### config.mk
export PLATFORM = sky130hd
export DESIGN_NAME = mem_arbiter_nhost
export DESIGN_NICKNAME = d
export VERILOG_FILES = /design/src/rtl/mem_arb_pkg.sv /design/src/rtl/mem_arbiter_nhost_rr_arbiter.sv /design/src/rtl/mem_arbiter_nhost.sv
export SDC_FILE = /design/constraint.sdc
export NUM_CORES = 1
export LEC_CHECK = 0
export BUFFER_PORTS_ARGS = -buffer_cell sky130_fd_sc_hd__buf_4
export CORE_AREA = 2 2 123 125
export DETAILED_ROUTE_END_ITERATION = 8
export DIE_AREA = 0 0 125 127
export SLEW_MARGIN = 20
export SYNTH_ARGS = -nofsm -noshare
export SYNTH_HDL_FRONTEND = slang
export SYNTH_SLANG_ARGS = --single-unit
### constraint.sdc
create_clock -name clk_i -period 4.4 [get_ports clk_i]
set_input_delay 0.66 -clock clk_i [delete_from_list [all_inputs] [get_ports clk_i]]
set_output_delay 0.66 -clock clk_i [all_outputs]
set_load 0.1 [all_outputs]
### src/rtl/mem_arb_pkg.sv
// Shared types and helpers for the N-host single-port memory arbiter.
package mem_arb_pkg;

  localparam int AddrW = 32;
  localparam int DataW = 32;
  localparam int BeW   = 4;

  typedef enum logic {
    ARB_FIXED = 1'b0,
    ARB_RR    = 1'b1
  } arb_mode_e;

  typedef struct packed {
    logic             we;
    logic [BeW-1:0]   be;
    logic [AddrW-1:0] addr;
    logic [DataW-1:0] wdata;
  } mem_req_t;

  // Host index width, never narrower than one bit so a single host still has a legal index.
  function automatic int host_idx_w(int num_hosts);
    return (num_hosts > 1) ? $clog2(num_hosts) : 1;
  endfunction

endpackage

### src/rtl/mem_arbiter_nhost_rr_arbiter.sv
// Same-cycle priority search over host requests; round-robin mode rotates the start point.
module rr_arbiter
  import mem_arb_pkg::*;
#(
  parameter int        NumHosts = 2,
  parameter arb_mode_e Mode     = ARB_FIXED,
  localparam int       HostIdxW = host_idx_w(NumHosts)
) (
  input  logic                clk_i,
  input  logic                rst_ni,
  input  logic [NumHosts-1:0] req_i,
  input  logic                en_i,
  output logic [NumHosts-1:0] gnt_o,
  output logic [HostIdxW-1:0] winner_o
);

  logic [HostIdxW-1:0] rr_ptr;
  logic                found;
  int                  idx;

  always_comb begin
    gnt_o    = '0;
    winner_o = '0;
    found    = 1'b0;
    idx      = 0;
    for (int i = 0; i < NumHosts; i++) begin
      idx = (Mode == ARB_RR) ? i + int'(rr_ptr) : i;
      if (idx >= NumHosts) idx = idx - NumHosts;
      if (en_i && !found && req_i[idx]) begin
        found      = 1'b1;
        gnt_o[idx] = 1'b1;
        winner_o   = HostIdxW'(idx);
      end
    end
  end

  // Explicit wrap keeps the pointer legal when NumHosts is not a power of two.
  always_ff @(posedge clk_i or negedge rst_ni) begin
    if (!rst_ni) begin
      rr_ptr <= '0;
    end else if ((Mode == ARB_RR) && found) begin
      if (winner_o == HostIdxW'(NumHosts - 1)) rr_ptr <= '0;
      else                                     rr_ptr <= winner_o + HostIdxW'(1);
    end
  end

endmodule

### src/rtl/mem_arbiter_nhost.sv
// N-host to single-port RAM arbiter with address decode, zero-latency grant and routed responses.
module mem_arbiter_nhost
  import mem_arb_pkg::*;
#(
  parameter int          NumHosts   = 2,
  parameter bit          RoundRobin = 1'b0,
  parameter int unsigned MemSize    = 65536,
  parameter logic [31:0] MemStart   = 32'h00000000
) (
  input  logic                           clk_i,
  input  logic                           rst_ni,
  input  logic [NumHosts-1:0]            host_req_i,
  input  logic [NumHosts-1:0]            host_we_i,
  input  logic [NumHosts-1:0][BeW-1:0]   host_be_i,
  input  logic [NumHosts-1:0][AddrW-1:0] host_addr_i,
  input  logic [NumHosts-1:0][DataW-1:0] host_wdata_i,
  output logic [NumHosts-1:0]            host_gnt_o,
  output logic [NumHosts-1:0]            host_rvalid_o,
  output logic [NumHosts-1:0]            host_err_o,
  output logic [NumHosts-1:0][DataW-1:0] host_rdata_o,
  output logic                           mem_req_o,
  output logic                           mem_we_o,
  output logic [BeW-1:0]                 mem_be_o,
  output logic [AddrW-1:0]               mem_addr_o,
  output logic [DataW-1:0]               mem_wdata_o,
  input  logic                           mem_rvalid_i,
  input  logic [DataW-1:0]               mem_rdata_i
);

  localparam int               HostIdxW = host_idx_w(NumHosts);
  localparam arb_mode_e        ArbMode  = RoundRobin ? ARB_RR : ARB_FIXED;
  localparam logic [AddrW-1:0] AddrMask = ~(AddrW'(MemSize) - AddrW'(1));

  logic                active;
  logic [NumHosts-1:0] gnt;
  logic [HostIdxW-1:0] winner;
  logic                any_gnt;
  logic                hit;
  mem_req_t            sel;

  logic                rsp_vld_p1;
  logic                rsp_err_p1;
  logic [HostIdxW-1:0] rsp_host_p1;

  // Arbitration stays off for the first cycle after reset release.
  always_ff @(posedge clk_i or negedge rst_ni) begin
    if (!rst_ni) active <= 1'b0;
    else         active <= 1'b1;
  end

  rr_arbiter #(
    .NumHosts (NumHosts),
    .Mode     (ArbMode)
  ) u_arb (
    .clk_i    (clk_i),
    .rst_ni   (rst_ni),
    .req_i    (host_req_i),
    .en_i     (active),
    .gnt_o    (gnt),
    .winner_o (winner)
  );

  assign any_gnt = |gnt;
  assign sel     = '{we:    host_we_i[winner],
                     be:    host_be_i[winner],
                     addr:  host_addr_i[winner],
                     wdata: host_wdata_i[winner]};
  assign hit     = (sel.addr & AddrMask) == MemStart;

  assign host_gnt_o  = gnt;
  assign mem_req_o   = any_gnt && hit;
  assign mem_we_o    = mem_req_o && sel.we;
  assign mem_be_o    = mem_req_o ? sel.be    : '0;
  assign mem_addr_o  = mem_req_o ? sel.addr  : '0;
  assign mem_wdata_o = mem_req_o ? sel.wdata : '0;

  // Stage p1: response owner and error flag, one cycle behind the grant.
  always_ff @(posedge clk_i or negedge rst_ni) begin
    if (!rst_ni) begin
      rsp_vld_p1  <= 1'b0;
      rsp_host_p1 <= '0;
      rsp_err_p1  <= 1'b0;
    end else begin
      rsp_vld_p1 <= any_gnt;
      if (any_gnt) begin
        rsp_host_p1 <= winner;
        rsp_err_p1  <= !hit;
      end
    end
  end

  always_comb begin
    host_rvalid_o = '0;
    host_err_o    = '0;
    host_rdata_o  = '0;
    if (rsp_vld_p1) begin
      host_rvalid_o[rsp_host_p1] = 1'b1;
      host_err_o[rsp_host_p1]    = rsp_err_p1;
      host_rdata_o[rsp_host_p1]  = rsp_err_p1 ? '0 : mem_rdata_i;
    end
  end

  rsp_matches_mem: assert property (@(posedge clk_i) disable iff (!rst_ni)
    mem_rvalid_i == (rsp_vld_p1 && !rsp_err_p1));

endmodule
# Yosys cells after proc, flatten, opt, wreduce, memory -nomap -nowiden
# Cells that the tools add are included.
[totals] register_bits=4 inputBits=175 output_inout_bits=140
[classes] n_lt_le_gt_ge=3 mux=21 bitwise=2 reduce_logical=10
[ops] cell="two-way mux 32 bit" count=8
[ops] cell="AND 64 bit" count=1
[ops] cell="two-way mux 64 bit" count=1
[ops] cell="demux 32 bit (select 1 bit)" count=1
[ops] cell="logical NOT 32 bit" count=1
[ops] cell="two-way mux 4 bit" count=3
[ops] cell="logical AND 1 bit" count=6
[ops] cell="two-way mux 1 bit" count=5
[ops] cell="less-than comparator 1 x 2 -> 1 bit, second input constant" count=2
[ops] cell="two-way mux 2 bit" count=2
[ops] cell="AND 2 bit" count=1
[ops] cell="logical NOT 1 bit" count=2
[ops] cell="OR reduction 2 bit" count=1
[ops] cell="demux 1 bit (select 1 bit)" count=1
[ops] cell=">= comparator 1 bit, second input constant" count=1

# Depth between registers and ports, before layout
[depth] word_depth=11 ltp_mapped=8 mapped_depth_nobuf=5

# By module
# A second synthesis with hierarchy kept.
[hier_totals] hier_cells=277 hier_area_um2=1639.1
[by_module_without_submodules] module="mem_arbiter_nhost" n_inst=1 cells_per_inst=274 area_each_um2=1615.3 seq_area_each_um2=100.1
[by_module_without_submodules] module="rr_arbiter" n_inst=1 cells_per_inst=3 area_each_um2=23.8 seq_area_each_um2=0.0

# Worst setup path before layout
# Ideal clock, no wire load.
[synth_path] kind="input -> output" from="input port host_req_i[0]" to="output port mem_be_o[0]" arrival_ns=2.899 required_time_ns=3.740 slack_ns=0.841 cell_stages=7 n_path_buf=2 path_cell_list="nand3b_1 -> buf_4 -> clkinv_4 -> nand3_1 -> o22a_1 -> buf_6 -> a21oi_1"
[synth_via] elab_chain_len=11 elab_cells_between_ends=14 cone_classes="mux: 7; reduce/logical: 7"
[synth_rtl] item="start, declared" line="mem_arbiter_nhost.sv:12" source="input logic [NumHosts-1:0] host_req_i,"
[synth_rtl] item="logical AND 1 bit *" line="mem_arbiter_nhost_rr_arbiter.sv:29" source="if (en_i && !found && req_i[idx]) begin"
[synth_rtl] item="two-way mux 1 bit *" line="mem_arbiter_nhost_rr_arbiter.sv:29"
[synth_rtl] item="logical NOT 1 bit" line="mem_arbiter_nhost_rr_arbiter.sv:29"
[synth_rtl] item="logical AND 1 bit (2 in a row)" line="mem_arbiter_nhost_rr_arbiter.sv:29"
[synth_rtl] item="two-way mux 1 bit" line="mem_arbiter_nhost_rr_arbiter.sv:29"
[synth_rtl] item="two-way mux 32 bit (not written as such) (2 in a row)" line="mem_arbiter_nhost.sv:66" source="addr: host_addr_i[winner],"
[synth_rtl] item="logical NOT 32 bit" line="mem_arbiter_nhost.sv:68" source="assign hit = (sel.addr & AddrMask) == MemStart;"
[synth_rtl] item="logical AND 1 bit" line="mem_arbiter_nhost.sv:71" source="assign mem_req_o = any_gnt && hit;"
[synth_rtl] item="two-way mux 4 bit *" line="mem_arbiter_nhost.sv:73" source="assign mem_be_o = mem_req_o ? sel.be : '0;"
[synth_rtl] item="end, declared" line="mem_arbiter_nhost.sv:23" source="output logic [BeW-1:0] mem_be_o,"
# Mark *: on every way between the ends. The rest lies on a longest branch, timed or not. The select of a mux whose other input is x is not followed.

# Worst setup path in the final report
[layout_path] from="input port host_addr_i[16] (netlist bit)" to="output port mem_be_o[1]"
[layout_via] elab_chain_len=5
[layout_rtl] item="start, declared" line="mem_arbiter_nhost.sv:15" source="input logic [NumHosts-1:0][AddrW-1:0] host_addr_i,"
[layout_rtl] item="two-way mux 32 bit (not written as such) (2 in a row)" line="mem_arbiter_nhost.sv:66"
[layout_rtl] item="logical NOT 32 bit" line="mem_arbiter_nhost.sv:68"
[layout_rtl] item="logical AND 1 bit" line="mem_arbiter_nhost.sv:71"
[layout_rtl] item="two-way mux 4 bit" line="mem_arbiter_nhost.sv:73"
# No other way between the ends. The select of a mux whose other input is x is not followed.

==> impl_results.md <==
- Crit. Startpoint: host_addr_i[16]
- Synth Warn #: 0
- Chip width: 125 um
- RSZ-0062 raised after global routing: false
- Hold slack: 0.2291 ns
- Fillers: 1682
- Critical path class: in -> out
- Clock power frac: 0.306
- GRT met1 Usage: 0.1274
- Area fraction of the dominant cell type after synthesis: 0.2947
- Area growth, synth to finish: 134.3%
- H-tree levels: 1
- Die Ht: 127 um
- Seq. cell area: 100.1 sq um
- Layout Utilization: 0.2876
- Critical Path Sink Type: output pin
- Distinct cells, synth: 23
- CP max FO: 37
- Vias post-DR: 3059
- Met3 Use GR: 0.03350
- # diodes: 0
- Syn Inst Count: 335
- Via density: 3.838
- Core ar.: 14420 sq um
- Top cells by area, synth: nand2_1 29%, a21oi_2 24%, nor2_1 14%
- Nets@finish: 790
- DRT Pass-1 Iters: 4
- Relative slew slack: 0.5630
- DRC: 0
- R2r startpoint: active
- Hold-fix buffers, CTS: 0
- Pint: 0.0002707 W
- Post-route ant nets: 0
- Final worst-path cycle share: 0.7628
- Slew Viols, Final: 0
- Most Crowded Layer GR: met2
- Final Power: 0.0004556 W
- Clk_lat worst skew: 0.22 ns
- Wire per inst: 12.36 um
- Share of cells above drive strength 1: 0.5922
- R2R Setup Slk: 2.49 ns
- Area of the multi-input gates: 1436 sq um
- Met2 usage: 0.2046
- Post-CTS Resized: 0
- Switch share: 0.4059
- CP Launch Type: input port
- Clock slew at reported path FFs: 0.03 ns
- Sequential share of the synthesized area: 0.05654
- Ports: 315
- Arrival @ worst endpoint: 2.70 ns
- Seq pwr share: 0.090
- All-Layer GR Usage: 0.1111
- Port Buffers: 297
- Sum Neg Setup Slack: 0 ns
- Min-delay worst type: in -> async
- Synthesized area: 1770 sq um
- Final hold vios: 0
- Die area: 15880 sq um
- Clk sinks: 4
- Clock Tree Buf Depth: 2
- Fin cells: 797
- Lkg Pwr: 2.097 nW
- R2R Path End: rsp_err_p1
- GPL Wtd Cong: 0.7094
- Tmin final: 3.356 ns
- Clock Skew: 0.0009930 ns
- Gate power share: 0.604
- Drt total wl: 9.850 mm
- Slew @ Worst Pin: 0.6532 ns
- Vias in the first global route: 2939
- Post-CTS setup buffers: 0
- Achievable Freq: 298.0 MHz
- Max-capacitance violation count: 0
- Seq cells post-synth: 4
- GRT overflow: 0
- DR iter-0 viols: 99
- Req. time, crit path: 3.74 ns
- DP HPWL: 8.059 mm
- Synth area leader: nand2_1
- Most common cell after layout, fill and taps aside: buf_4
- Peak supply drop: 85.72 uV
- Syn Area/Cell: 5.285 sq um
- Most frequent cells in the layout: 304 x buf_4, 138 x nand2_1, 67 x nor2_1, 49 x a21oi_2, 17 x conb_1
- Num CTS Buffers: 3
- Global-route wire length before repair: 14.52 mm
- Net switching power: 0.0001849 W
- Largest net degree at the start of global routing: 55
- Clk root buf: clkbuf_16
- Total power per unit cell area: 109.8 nW/um^2
- Placed cell count: 794
- Run status: finished, final reports clean
- Initial Utilization: 0.1227
- Worst Reg-to-Reg Cells: 6
- # rows: 44
- # setup viols final: 0
- Initial antenna violation count: 0
- TritonCTS clock tree: built
## cell families (layout without fill, tap and decap cells)
group | Yosys count | after routing | synth area share
simple gates | 221 | 221 | 0.4905
buf+inv | 49 | 312 | 0.1703
flops | 4 | 4 | 0.05654
other cells | 2 | 17 | 0.004242
compound gates | 59 | 59 | 0.2784
## worst max-delay path, stage by stage
cell	delay (ns)
buf_4	0.11
nor4_1	0.46
buf_4	0.21
nand3_1	0.09
o22a_4	0.44
buf_4	0.29
a21oi_2	0.13
buf_4	0.30
## power groups by stage
stage / Clock, W / Combinational (W) / Sequential [W]
final: 0.000139 / 0.000275 / 0.0000409
after global routing: 0.000144 / 0.000294 / 0.0000413
after global placement: 0 / 0.000275 / 0.0000410
after CTS: 0.000141 / 0.000277 / 0.0000410
after detailed placement: 0 / 0.000277 / 0.0000414
after floorplan: 0 / 0.000152 / 0.0000407
## metal layers
layer,share of wire,vias to the layer above
li1,-,1577
met5,0,-
met2,0.51,171
met4,0.0055,0
met3,0.098,2
met1,0.39,1309
## how the worst max path moves through the flow
| stage | to | slack [ns] | cells after the start |
|---|---|---|---|
| final | mem_be_o[1] | 1.04 | 8 |
| after global routing | mem_be_o[1] | 0.91 | 8 |
| after CTS | mem_be_o[1] | 0.98 | 8 |
| after detailed placement | mem_be_o[1] | 0.97 | 8 |
| after global placement | mem_wdata_o[2] | 0.90 | 8 |
| after floorplan | mem_be_o[0] | 0.84 | 7 |
## synth_stat cells
cell type / number
nor4_1: 6
a21oi_1: 5
nand3b_1: 1
o21a_1: 2
dfrtp_1: 4
nand2_1: 139
conb_1: 2
buf_4: 18
o22a_1: 1
nand2b_1: 1
a21oi_2: 49
clkinv_4: 1
nor2_1: 67
nor3b_1: 1
nand3_1: 2
nor4b_1: 1
clkbuf_1: 20
nor2b_1: 1
o211ai_1: 2
and2_1: 1
inv_2: 4
buf_6: 6
nor3_1: 1
## state kept, by name (all words and copies together) (netlist names)
| register | cells |
|---|---|
| active | 1 |
| rsp_err_p1 | 1 |
| rsp_host_p1 | 1 |
| rsp_vld_p1 | 1 |
## cell type report
cell class,instances,area share
clock buffer,3,0.01810
inverter,5,0.005732
multi-input combinational,297,0.3463
sequential,4,0.02413
tap,184,0.05551
timing repair buffer,304,0.5502
## stage by stage
| stage | worst slack [ns] | cell area (sq um) |
|---|---|---|
| floorplan | 0.8406 | 1827 |
| global placement | 0.8998 | 4070 |
| detailed placement | 0.9741 | 4073 |
| CTS | 0.9752 | 4148 |
| global route | 0.9057 | 4148 |
| finish | 1.044 | 4148 |
Power figures use the tool's default switching activity.
